`config.mk`:
```
export PLATFORM = sky130hd
export DESIGN_NAME = isqrt_8bit_seq
export DESIGN_NICKNAME = d
export VERILOG_FILES = /design/src/rtl/isqrt_8bit_seq.sv
export SDC_FILE = /design/constraint.sdc
export NUM_CORES = 1
export LEC_CHECK = 0
export BUFFER_PORTS_ARGS = -buffer_cell sky130_fd_sc_hd__buf_2
export CORE_AREA = 2 2 58 60
export DETAILED_ROUTE_END_ITERATION = 6
export DIE_AREA = 0 0 60 62
export PLACE_DENSITY = 0.78
export SYNTH_ARGS = -nofsm -noshare
export SYNTH_HDL_FRONTEND = slang
export SYNTH_SLANG_ARGS = --single-unit
```
`constraint.sdc`:
```
create_clock -name clk -period 4.73 [get_ports clk]
set_clock_uncertainty 0.15 [all_clocks]
set_input_delay 0 -clock clk [delete_from_list [all_inputs] [get_ports clk]]
set_output_delay 0 -clock clk [all_outputs]
set_load 0.05 [all_outputs]
```
`src/rtl/isqrt_8bit_seq.sv`:
```
// isqrt_8bit_seq
// ---------------------------------------------------------------------------
// Sequential integer square root using the digit-by-digit restoring method.
// One root bit is retired per clock. For an operand x the block returns
// root = floor(sqrt(x)), rem = x - root^2 and perfect = (rem == 0).
//
// Ports
//   clk       in   1        rising-edge clock
//   rst       in   1        asynchronous, active-high reset
//   in_valid  in   1        operand offered on x
//   in_ready  out  1        block can accept an operand (IDLE)
//   x         in   WIDTH    unsigned operand, sampled on the accept edge only
//   out_valid out  1        root/rem/perfect hold a valid result
//   out_ready in   1        downstream consumes the result
//   root      out  WIDTH/2  floor(sqrt(x))
//   rem       out  WIDTH/2+1  x - root^2, range 0..2*root
//   perfect   out  1        rem == 0
//
// Timing: accept at edge k, out_valid high after edge k+WIDTH/2; results are
// held while out_valid && !out_ready; the block returns to IDLE on the edge
// that sees out_ready.
// ---------------------------------------------------------------------------
module isqrt_8bit_seq #(
  parameter int WIDTH = 8
) (
  input  logic               clk,
  input  logic               rst,
  input  logic               in_valid,
  output logic               in_ready,
  input  logic [WIDTH-1:0]   x,
  output logic               out_valid,
  input  logic               out_ready,
  output logic [WIDTH/2-1:0] root,
  output logic [WIDTH/2:0]   rem,
  output logic               perfect
);

  localparam int H  = WIDTH / 2;
  localparam int CW = (H > 1) ? $clog2(H) : 1;

  typedef enum logic [1:0] {
    IDLE = 2'd0,
    CALC = 2'd1,
    DONE = 2'd2
  } state_t;

  state_t          r_state;
  logic [WIDTH-1:0] r_x;    // operand, consumed two bits at a time from the top
  logic [H-1:0]    r_q;     // partial root
  logic [H-1:0]    r_r;     // partial remainder between iterations
  logic [CW-1:0]   r_cnt;   // iterations remaining after the current one

  // Datapath for one iteration, evaluated from the current registers.
  logic [H+1:0] w_r_sh;     // (r << 2) | next operand pair
  logic [H+1:0] w_trial;    // (q << 2) | 1
  logic [H+1:0] w_diff;
  logic         w_ge;
  logic [H:0]   w_r_nx;
  logic [H-1:0] w_q_nx;
  logic         w_unused_msb;

  assign w_r_sh  = {r_r, r_x[WIDTH-1 -: 2]};
  assign w_trial = {r_q, 2'b01};
  assign w_ge    = (w_r_sh >= w_trial);
  assign w_diff  = w_r_sh - w_trial;

  // The top bit of w_r_sh can only be set on the final iteration, and then
  // the trial value is always smaller, so the subtract path is taken and the
  // result (<= 2*root) fits in H+1 bits. Dropping the MSB is therefore safe.
  assign w_r_nx  = w_ge ? w_diff[H:0] : w_r_sh[H:0];
  assign w_q_nx  = (r_q << 1) | H'(w_ge);

  assign w_unused_msb = w_diff[H+1] ^ w_r_sh[H+1];

  always_ff @(posedge clk or posedge rst) begin
    if (rst) begin
      r_state   <= IDLE;
      r_x       <= '0;
      r_q       <= '0;
      r_r       <= '0;
      r_cnt     <= '0;
      in_ready  <= 1'b1;
      out_valid <= 1'b0;
      root      <= '0;
      rem       <= '0;
      perfect   <= 1'b0;
    end else begin
      case (r_state)
        IDLE: begin
          if (in_valid) begin
            r_x      <= x;
            r_q      <= '0;
            r_r      <= '0;
            r_cnt    <= CW'(H - 1);
            in_ready <= 1'b0;
            r_state  <= CALC;
          end
        end

        CALC: begin
          r_x <= r_x << 2;
          r_q <= w_q_nx;
          // Intermediate remainders stay below 2^H; only the final one
          // needs the extra bit, and it goes straight to rem.
          r_r <= w_r_nx[H-1:0];
          if (r_cnt == '0) begin
            root      <= w_q_nx;
            rem       <= w_r_nx;
            perfect   <= (w_r_nx == '0);
            out_valid <= 1'b1;
            r_state   <= DONE;
          end else begin
            r_cnt <= r_cnt - 1'b1;
          end
        end

        DONE: begin
          if (out_ready) begin
            out_valid <= 1'b0;
            in_ready  <= 1'b1;
            r_state   <= IDLE;
          end
        end

        default: begin
          out_valid <= 1'b0;
          in_ready  <= 1'b1;
          r_state   <= IDLE;
        end
      endcase
    end
  end

endmodule

```
After elaboration in Yosys (flattened, before gate mapping)
Cells that the tools add are included.

Latch bits: 0. Logic and storage cells: 51. RAM bits: 0. Memories kept: 0. Memory bits (read-only): 0. Register bits: 32. Input bits: 12.

Shifts and indexed selects: 0. Muxes and demuxes: 19. Magnitude comparators: 1. Reduce and logical (&&, ||, !) cells: 10. Divide/modulo/power cells: 0. $add $sub $neg: 2. Bitwise operators: 3. Equality and inequality tests: 6. Multipliers: 0.

Operators with widths (number): one-hot mux 4 bit (2 select lines) (2); one-hot mux 8 bit (2 select lines) (1); AND reduction 3 bit (4); 2-to-1 mux 2 bit (5); 2-to-1 mux 8 bit (1); != test 2 bit (second input constant) (4); greater-or-equal comparator 6 bit (1); one-hot mux 1 bit (3 select lines) (2); one-hot mux 2 bit (3 select lines) (1); logical NOT 5 bit (1); 2-to-1 mux 5 bit (1); subtractor 5 bit (1); logical NOT 2 bit (2); 2-to-1 mux 1 bit (4); 2-to-1 mux 4 bit (1); bitwise OR 4 x 1 -> 4 bit (1); one-hot mux 2 bit (2 select lines) (1); AND reduction 2 bit (2); equality test 2 x 1 -> 1 bit (second input constant) (1); equality test 2 bit (second input constant) (1); inverter 1 bit (2); nonzero test 2 bit (1); subtractor 2 x 1 -> 2 bit (second input constant) (1).

Depth between registers and ports, before layout
Word-level depth: 3. Gate-level depth with buffers: 7.

Least setup slack after synthesis
Ideal clock, no wire load.

Path type: reg2reg. From: reg r_q[1]. To: reg perfect. Stages on the path, launching flop included: 8. Arrival time: 1.788 ns. Required time: 4.511 ns. Setup slack: 2.723 ns. Path buffers: 0. Cell sequence: dfrtp_1 > inv_1 > ha_1 > a21o_1 > a31oi_2 > o21ai_2 > or4_1 > nand3_1.

Longest elaborated chain between the ends: 3. Elaborated cells between the ends (all ways): 4.

Ends and longest elaborated chain: start, declared (RTL line 49) `logic [H-1:0] r_q;`; start signal, assigned (RTL line 102) `r_q <= w_q_nx;`; subtractor 5 bit or greater-or-equal comparator 6 bit (tied branches) (RTL line 65, 64); 2-to-1 mux 5 bit * (RTL line 70) `assign w_r_nx = w_ge ? w_diff[H:0] : w_r_sh[H:0];`; logical NOT 5 bit * (RTL line 109) `perfect <= (w_r_nx == '0);`; end signal, assigned (RTL line 109); end, declared (RTL line 35) `output logic perfect`.

Every way passes the cells marked *; elsewhere a longest branch is shown, timed or not. A chain may end at the register's enable or synchronous reset.

Worst setup path after layout
From: reg r_state[1]. To: reg perfect.

Longest elaborated chain between the ends: 2.

Ends and longest elaborated chain: start, declared (RTL line 47) `state_t r_state;`; start signal, assigned (RTL line 77) `r_state <= IDLE;`; start signal, assigned (RTL line 96) `r_state <= CALC;`; start signal, assigned (RTL line 111) `r_state <= DONE;`; equality test 2 x 1 -> 1 bit (RTL line 88) `case (r_state)`; AND reduction 2 bit (no line).

Every way passes these cells.

==> flow_summary.json <==
{
  "status": "finished clean",
  "ff2ff_path_depth": 4,
  "slowest_stage": "or4_1",
  "powerDensity_nw_per_um2": 780,
  "num_rows": 21,
  "synth_top_cell_by_area": "dfrtp_1",
  "antenna_found_initial": 0,
  "ios": 24,
  "ir_drop_mv": 0.302,
  "cp.required_ns": 4.86,
  "dr.first_iter.drc_count": 49,
  "wl_mm": 3.04,
  "r2r_end": "perfect$_DFFE_PP0P_",
  "grt_pass1_wl_mm": 5.09,
  "finish.instance_area_um2": 1870,
  "crit_end": "perfect$_DFFE_PP0P_",
  "syn_nets": 179,
  "r2r_slack_ns": 2.36,
  "fin_tns_setup_ns": 0,
  "hold_viol_final": 0,
  "clockBufferDepth": 2,
  "routed_via_density": 5.13,
  "max_freq_ghz": 0.423,
  "clock_sinks": 32,
  "synth_most_common_cell": "dfrtp_1",
  "met1_usage_pct": 20.1,
  "place.gp.congestion": 0.805,
  "start_util_pct": 48.7,
  "nFillCells": 284,
  "synth-compound-area-share_pct": 14.4,
  "syn2layout_area_growth_pct": 20.9,
  "ys.flop_type": "dfrtp_1",
  "cts_htree_levels": 2,
  "cts_tree": "yes",
  "die_w_um": 60,
  "fin_ws_ns": 2.36,
  "final_cells": 242,
  "end_kind": "flop",
  "grt_busiest_layer": "met2",
  "cp_data_arrival_time_ns": 2.49,
  "cts_made_buffers": 5,
  "synth-adder-area-share_pct": 5.66,
  "finish.utilization_pct": 58.9,
  "timing.rr.start": "r_state[1]$_DFFE_PP0P_",
  "rsz0062_at_grt": "no",
  "synth_area_leaders": "dfrtp_1 (50%), nand2_1 (7.0%), ha_1 (5.7%)",
  "grtUsageMet2_pct": 34.5,
  "cts_root_buffer": "clkbuf_4",
  "ys_warn_count": 0,
  "cp_max_fo": 20,
  "yosysTopAreaCellShare_pct": 50.1,
  "cp_cell_sequence": "and2b_1 > nand2_1 > or4_1 > nand3_1",
  "power_leakage_nw": 0.893,
  "synth-seq-cells": 32,
  "num-nets-final": 214,
  "ys_types": 30,
  "syn_inst": 160,
  "cpPeakStageDelay_ns": 0.63,
  "cap_violations": 0,
  "met3_usage_pct": 6.42,
  "post_cts_buffers": 0,
  "crit_start": "r_state[1]$_DFFE_PP0P_",
  "start_kind": "flop",
  "clk_pin_slew_ns": 0.10,
  "worstSkewPairLatency_ns": 0.33,
  "dieArea_um2": 3720,
  "hpwl_mm": 2.18,
  "async_reset_ff_share_pct": 100,
  "core_area_um2": 3180,
  "synth_xor_area_share_pct": 2.26,
  "io_buffers": 23,
  "grt_overflow": 0,
  "grt_pass1_vias": 1218,
  "ys_top_cells_by_count": "dfrtp_1 (31), nand2_1 (29), o21ai_1 (16)",
  "drive_gt1_share_pct": 17.9,
  "wire_per_inst_um": 12.6,
  "drc": 0,
  "period_share_pct": 50.0,
  "diodes": 0,
  "vias": 1242,
  "grt_usage_pct": 18.9,
  "ant_nets": 0,
  "finalSetupViolations": 0,
  "layout_min_cycle_time_ns": 2.37,
  "grt_max_degree": 33,
  "synth_edf_count": 0,
  "worst_pin_slew_ns": 1.15,
  "ys_seq_area_share_pct": 51.8,
  "synth_area_um2": 1550,
  "hold_path.class": "input pin to flop",
  "fp.dieH_um": 62,
  "dpl-instance-area_um2": 1700,
  "synth_simple_gate_area_share_pct": 14.4,
  "firstDrtPassIters": 4,
  "avgSynthCellArea_um2": 9.67,
  "muxShareOfSynthArea_pct": 6.63,
  "preCtsSetupSlack_ns": 2.36,
  "synth_top_family_by_area": "compound AO/OA/AOI/OAI gates",
  "slew_viol_final": 0,
  "post-place-cells": 223,
  "max_slew_margin_pct": 23.0,
  "worstSetupPathType": "flop to flop"
}
## metrics by stage
stage	hold slack [ns]	total power, mW
after floorplan	-0.0637	1.12
after global placement	0.0629	1.26
after detailed placement	0.0651	1.30
after CTS	0.245	1.47
after global routing	0.286	1.58
final	0.262	1.46
## per-layer routing
metal	part of all wire (%)	routed length, µm
met1	43	1310
met2	53	1600
met3	3.8	115
met4	0.46	14
met5	0	0
## critical path, delay by kind of cell, from the launching register on
kind,cells,cell delay (ns)
flops,1,0.45
simple gates,4,1.71
## state kept, by name (all words and copies together), names as in the netlist, 2 cells and up
| name | flops |
|---|---|
| r_r | 4 |
| root | 4 |
| rem | 5 |
| r_state | 2 |
| r_cnt | 2 |
| r_x | 8 |
| r_q | 4 |
## how the worst min path moves through the flow
stage / startpoint / to / cells after the start
3_5_place_dp: x[0] / r_x[0]$_DFFE_PP0P_ / 3
3_3_place_gp: x[0] / r_x[0]$_DFFE_PP0P_ / 3
2_1_floorplan: out_ready / r_state[1]$_DFFE_PP0P_ / 1
4_1_cts: x[0] / r_x[0]$_DFFE_PP0P_ / 4
6_report: x[0] / r_x[0]$_DFFE_PP0P_ / 4
5_1_grt: out_ready / r_state[1]$_DFFE_PP0P_ / 3
## power breakdown
group | total (mW) | internal [mW] | leakage, nW | switching, mW
Combinational | 0.836 | 0.295 | 0.459 | 0.541
Clock | 0.158 | 0.0733 | 0.0326 | 0.0850
Sequential | 0.466 | 0.391 | 0.402 | 0.0753
## cells in the final DEF (no fill, tap or decap)
| master | instances |
|---|---|
| o21ai_1 | 16 |
| or3_1 | 1 |
| o21ai_2 | 1 |
| nand4b_1 | 1 |
| xnor2_1 | 4 |
| clkbuf_1 | 2 |
| a21oi_1 | 8 |
| nand2b_1 | 3 |
| buf_4 | 1 |
| nand2_1 | 29 |
| dfstp_2 | 1 |
| mux2i_1 | 8 |
| nor3b_2 | 1 |
| dlygate4sd3_1 | 11 |
| o31ai_1 | 2 |
| or4_1 | 1 |
| clkbuf_4 | 5 |
| clkbuf_8 | 1 |
| and2b_1 | 1 |
| mux2_1 | 1 |
| a21o_1 | 1 |
| buf_2 | 23 |
| o22a_1 | 1 |
| nor2_1 | 9 |
| mux2_2 | 1 |
| nand3_1 | 1 |
| a31oi_1 | 1 |
| o22ai_1 | 7 |
| inv_1 | 12 |
| nor4_1 | 1 |
| ha_1 | 7 |
| a31oi_2 | 1 |
| or2_1 | 2 |
| dfrtp_1 | 31 |
## layout make-up
| class | count | area (µm²) | share of cell area, % |
|---|---|---|---|
| Inverter | 12 | 45.0 | 2.41 |
| Timing Repair Buffer | 35 | 233 | 12.4 |
| Sequential cell | 32 | 802 | 42.8 |
| Tap cell | 46 | 57.6 | 3.07 |
| Clock buffer | 8 | 58.8 | 3.14 |
| Multi-Input combinational cell | 109 | 676 | 36.1 |
## cells by family after synthesis
logic type	after synthesis
flip-flops	32
buffers and inverters	19
AO/OA/AOI/OAI	38
AND/OR/NAND/NOR	50
adder cells (fa/ha/maj)	7
multiplexers	10
XOR/XNOR	4
## what timing repair did
item	in CTS	in global routing
hold buffers	11	0
setup endpoints to repair	0	0
endpoints found under the hold margin	42	0
gates resized for setup	0	0
Power figures use the tool's default switching activity.
